--- src/rtl/timer_scheduler.sv ---
// Arbitrates NUM_REQ one-shot delay requests onto one shared Timer instance.
// Define TMR_SCHED_RR_EN for round-robin arbitration; fixed lowest-index priority otherwise.
module timer_scheduler #(
  parameter int unsigned NUM_REQ = 4,
  parameter int unsigned BITS    = 8
) (
  input  logic                      clk,
  input  logic                      reset,
  input  logic [NUM_REQ-1:0]        req,
  input  logic [NUM_REQ*BITS-1:0]   delay,
  output logic [NUM_REQ-1:0]        grant,
  output logic [NUM_REQ-1:0]        done,
  output logic                      busy,
  output logic                      tmr_enable,
  output logic [BITS-1:0]           tmr_final_value,
  input  logic                      tmr_tick
);

  localparam int unsigned PW = (NUM_REQ > 1) ? $clog2(NUM_REQ) : 1;

  typedef enum logic [1:0] {S_IDLE, S_LOAD, S_RUN, S_DONE} state_t;

  state_t              r_state;
  state_t              w_next;
  logic [NUM_REQ-1:0]  r_grant;
  logic [BITS-1:0]     r_final;
  logic                w_found;
  logic [PW-1:0]       w_win_idx;
  logic [NUM_REQ-1:0]  w_win_oh;
  logic [BITS-1:0]     w_win_delay;

`ifdef TMR_SCHED_RR_EN
  logic [PW-1:0]       r_ptr;
  logic [PW-1:0]       w_probe;

  // Search starts one past the last winner, wrapping at NUM_REQ.
  always_comb begin
    w_found   = 1'b0;
    w_win_idx = '0;
    w_probe   = '0;
    for (int unsigned k = 1; k <= NUM_REQ; k++) begin
      w_probe = PW'((32'(r_ptr) + k) % NUM_REQ);
      if (!w_found && req[w_probe]) begin
        w_found   = 1'b1;
        w_win_idx = w_probe;
      end
    end
  end

  always_ff @(posedge clk or posedge reset) begin
    if (reset)
      r_ptr <= PW'(NUM_REQ - 1);
    else if (r_state == S_IDLE && w_found)
      r_ptr <= w_win_idx;
  end
`else
  always_comb begin
    w_found   = 1'b0;
    w_win_idx = '0;
    for (int unsigned k = 0; k < NUM_REQ; k++) begin
      if (!w_found && req[k]) begin
        w_found   = 1'b1;
        w_win_idx = PW'(k);
      end
    end
  end
`endif

  always_comb begin
    w_win_oh    = '0;
    w_win_delay = '0;
    for (int unsigned k = 0; k < NUM_REQ; k++) begin
      if (w_found && PW'(k) == w_win_idx) begin
        w_win_oh[k] = 1'b1;
        w_win_delay = delay[k*BITS +: BITS];
      end
    end
  end

  always_ff @(posedge clk or posedge reset) begin
    if (reset)
      r_state <= S_IDLE;
    else
      r_state <= w_next;
  end

  always_comb begin
    w_next          = r_state;
    grant           = r_grant;
    done            = '0;
    busy            = (r_state != S_IDLE);
    tmr_enable      = 1'b0;
    tmr_final_value = r_final;
    unique case (r_state)
      S_IDLE: if (w_found) w_next = S_LOAD;
      S_LOAD: w_next = S_RUN;
      S_RUN: begin
        tmr_enable = 1'b1;
        if (tmr_tick) w_next = S_DONE;
      end
      S_DONE: begin
        done   = r_grant;
        w_next = S_IDLE;
      end
      default: w_next = S_IDLE;
    endcase
  end

  // Job data is captured only on the IDLE->LOAD edge; later req/delay changes are ignored.
  always_ff @(posedge clk or posedge reset) begin
    if (reset) begin
      r_grant <= '0;
      r_final <= '0;
    end else if (r_state == S_IDLE && w_found) begin
      r_grant <= w_win_oh;
      r_final <= w_win_delay;
    end else if (r_state == S_DONE) begin
      r_grant <= '0;
    end
  end

endmodule

--- config.mk ---
export PLATFORM = sky130hd
export DESIGN_NAME = timer_scheduler
export DESIGN_NICKNAME = d
export VERILOG_FILES = /design/src/rtl/timer_scheduler.sv
export SDC_FILE = /design/constraint.sdc
export NUM_CORES = 1
export LEC_CHECK = 0
export CORE_ASPECT_RATIO = 1.1
export CORE_UTILIZATION = 25
export DETAILED_ROUTE_END_ITERATION = 16
export HOLD_SLACK_MARGIN = 0.15
export PLACE_DENSITY = 0.64
export SLEW_MARGIN = 20
export SYNTH_ARGS = -nofsm -noshare
export SYNTH_HDL_FRONTEND = slang
export SYNTH_SLANG_ARGS = --single-unit
--- constraint.sdc ---
create_clock -name clk -period 3.65 [get_ports clk]
set_input_delay 0.5475 -clock clk [delete_from_list [all_inputs] [get_ports clk]]
set_output_delay 0.5475 -clock clk [all_outputs]
set_load 0.02 [all_outputs]
==> summary.md <==
| Metric | Value |
|---|---|
| Run status | finished with violations |
| Violated checks | design-rule violations |
| Yosys warning count | 0 |
| Iter 0 DRT Violations | 40 |
| ANT cells | 0 |
| Cells after DPL | 220 |
| Post-Syn Area | 1035 sq um |
| Setup Crit Path Kind | reg -> out |
| Post-Synth Simple-Gate Area | 23.58% |
| CP delay by family, top | buffers and inverters |
| Total GRT Usage | 13.24% |
| Synth Area in Compound Gates | 22.61% |
| Num CTS Buffers | 3 |
| Final Slew Violations | 0 |
| Worst r2r dst | grant[0]$_DFFE_PP0P_ |
| Critical path endpoint category | primary output |
| Crit path DAT | 1.82 ns |
| Vias per cell | 4.638 |
| Clock slew at reported path FFs | 0.06 ns |
| Clock Sinks | 14 |
| # rows | 24 |
| Max_cap viols | 0 |
| CP Buf/Inv Count | 3 |
| Worst-margin pin slew | 0.7113 ns |
| Clock latency on the worst-skew pair | 0.24 ns |
| Root Buffer | clkbuf_8 |
| Drt total wl | 2857 um |
| Fmax | 422.8 MHz |
| Design Area, Final | 1667 sq um |
| Synthesized Nets | 162 |
| Tcrit/Tclk final | 64.79% |
| # IOs | 57 |
| Synth Area in Adders | 4.837% |
| Post-synth ARST share | 100.0% |
| Fin cells | 224 |
| Nets@finish | 216 |
| Hold_ws | 0.5133 ns |
| Leak pwr | 0.6840 nW |
| DPL Wire Length | 2310 um |
| Gate Count Post-Synth | 119 |
| PostCTS Resize Cnt | 0 |
| Maximum root-to-sink buffer count | 2 |
| Maximum VDD drop | 0.0001731 V |
| DRC Markers | 2 |
| FF+latch count, synth | 14 |
| Hold endpoint | tmr_final_value[1]$_DFFE_PP0P_ |
| Largest area contributor in the netlist | dfrtp_1 |
| Slew margin rel. | 52.43% |
| PwrDens | 610.1 nW/um^2 |
| Final setup vio count | 0 |
| Port Buffer Count | 56 |
| RSZ-0062 raised after global routing | false |
| Avg Inst Size Synth | 8.695 sq um |
| Total gr overflow | 0 |
| Critical path, cell by cell | inv_1, ha_1, inv_1, clkdlybuf4s50_1 |
| Worst hold path type | reg -> reg |
| Most numerous cell on the critical path | inv_1 |
| TritonRoute pass-1 iters | 10 |
| Synth top area share | 33.86% |
| WHS Path Cells | 2 |
| Clock Skew | 0.006484 ns |
| Initial Util | 26.10% |
| Final Hold Vio Count | 0 |
| Reg power frac | 27.2% |
| Post-synth EDFFs | 0 |
| DR WL/cell | 12.75 um |
| Largest family of logic cells by synthesized area | simple AND/OR/NAND/NOR gates |
| Post-synth cell types | 29 |
| Dpl cell area | 1612 sq um |
| CTS tree | yes |
| Fin Setup TNS | 0 ns |
| Largest net degree at the start of global routing | 20 |
| Post-CTS setup buffers | 0 |
| Combinational share of power | 58.3% |
| Hold path start | tmr_final_value[1]$_DFFE_PP0P_ |
| Core Area | 3964 sq um |
| R2R Setup Slk | 1.88 ns |
| Register area share after synthesis | 33.86% |
| Synth-to-Final Area Change | 61.06% |
| Tmin final | 2.365 ns |
| Switching Fraction | 39.39% |
| Slowest stage delay, CP | 0.64 ns |
| Net switching power | 0.0004006 W |
| Die W | 63.34 um |
| Vias in the first global route | 1015 |
| DR vias | 1039 |
| Reg2reg path depth | 6 |
| P_int | 0.0006162 W |
| GPL Wtd Cong | 0.8304 |
| Die area | 4401 sq um |
| Multi-input gate area | 613.1 sq um |
| Req. time, crit path | 3.10 ns |
| Worst Setup Start Kind | register |
| Critical path's slowest cell | clkdlybuf4s50_1 |
| Synth area leaders | dfrtp_1, a21oi_2, mux2i_1, nand2_1, o21ai_0 |
| Top_reg_cell synth | dfrtp_1 |
| Number of H-tree levels | 1 |
| Crit-path max FO | 6 |
| Fill cells | 424 |
| Layout cell share with drive strength beyond 1 | 9.884% |
| Initial antenna violation count | 0 |
| Post-DRT Antenna Nets | 0 |
| Sequential cell area | 350.3 sq um |
| Synth Area in XOR/XNOR | 0% |
| Chip height | 69.48 um |
| CTS Hold Bufs | 0 |
| Launch point of the worst reg-to-reg path | r_state[0]$_DFFE_PP0P_ |
| Mux share of post-synthesis cell area | 8.222% |
| Global-route wire length before repair | 4643 um |
| Clock Power Share | 14.5% |
==> cell families (layout without fill, tap and decap cells) <==
logic type                 Yosys count  after routing
DFF                                 14             14
muxes                                8              8
buffers and inverters               13             66
and+or+nand+nor                     47             47
AOI/OAI and AO/OA                   33             33
adders and majority gates            4              4
==> power by group through the flow <==
stage	Clock [W]	Combinational (W)	Sequential, W
2_1_floorplan	0	0.000282	0.000349
3_3_place_gp	0	0.000585	0.000278
3_5_place_dp	0	0.000597	0.000282
4_1_cts	0.000150	0.000599	0.000279
5_1_grt	0.000155	0.000642	0.000289
6_report	0.000148	0.000592	0.000277
==> per-stage QoR <==
stage,power [W],util (%),worst slack (ns)
floorplan,0.0006304,-,2.096
global placement,0.0008629,40.66,1.181
detailed placement,0.0008791,40.66,1.145
CTS,0.001028,42.05,1.261
global route,0.001086,42.05,1.200
finish,0.001017,42.05,1.285
==> cell usage in the layout, fill, tap and decap left out, drive strengths merged <==
master / Yosys / routed
inv: 6 / 6
nand2b: 3 / 3
o21ai: 13 / 13
nand3: 8 / 8
mux2: 1 / 1
nor4b: 1 / 1
clkbuf: 1 / 4
a21oi: 10 / 10
or2: 1 / 1
nand2: 18 / 18
or3b: 1 / 1
o2bb2ai: 1 / 1
ha: 4 / 4
clkdlybuf4s50: 0 / 56
mux2i: 7 / 7
and3: 1 / 1
o32a: 1 / 1
a22oi: 7 / 7
nor2: 10 / 10
dfrtp: 14 / 14
a31oi: 1 / 1
and2: 4 / 4
==> how the worst max path moves through the flow <==
stage,start,end,slack [ns],cells after the start
6_report,r_state[0]$_DFFE_PP0P_,busy,1.29,4
4_1_cts,r_state[0]$_DFFE_PP0P_,busy,1.26,4
2_1_floorplan,req[2],r_state[1]$_DFFE_PP0P_,2.10,5
3_3_place_gp,req[1],grant[0]$_DFFE_PP0P_,1.18,5
3_5_place_dp,req[1],grant[0]$_DFFE_PP0P_,1.15,5
5_1_grt,r_state[0]$_DFFE_PP0P_,busy,1.20,4
==> area by class of cell <==
cell class / count / share of cell area, %
multi-input combinational: 92 / 36.79
timing repair buffer: 56 / 33.63
sequential: 14 / 21.02
tap: 52 / 3.904
clock buffer: 4 / 3.303
inverter: 6 / 1.351
==> worst register-to-register path, cell delays in order, from the launching register on <==
cell	delay, ns
dfrtp_1	0.40
inv_1	0.11
ha_1	0.28
inv_1	0.15
a21oi_4	0.47
or3b_1	0.19
o21ai_1	0.05
==> synth_stat cells, drive strengths merged, types with 3 or more instances <==
cell / number
a21oi: 10
a22oi: 7
and2: 4
buf: 6
dfrtp: 14
ha: 4
inv: 6
mux2i: 7
nand2: 18
nand2b: 3
nand3: 8
nor2: 10
o21ai: 13
==> routing by layer <==
metal	global-route usage [%]	part of all wire (%)	wire length [um]	vias to the layer above
li1	-	-	-	516
met1	17.30	44	1247	484
met2	21.99	49	1393	37
met3	2.467	6.6	188	2
met4	3.788	0.95	27	0
met5	0	0	0	-
==> sequential cells by signal, indices dropped and copies added, names as in the netlist <==
register,count
r_state,2
grant,4
tmr_final_value,8
Note: power is estimated with default switching activity, not from simulation.
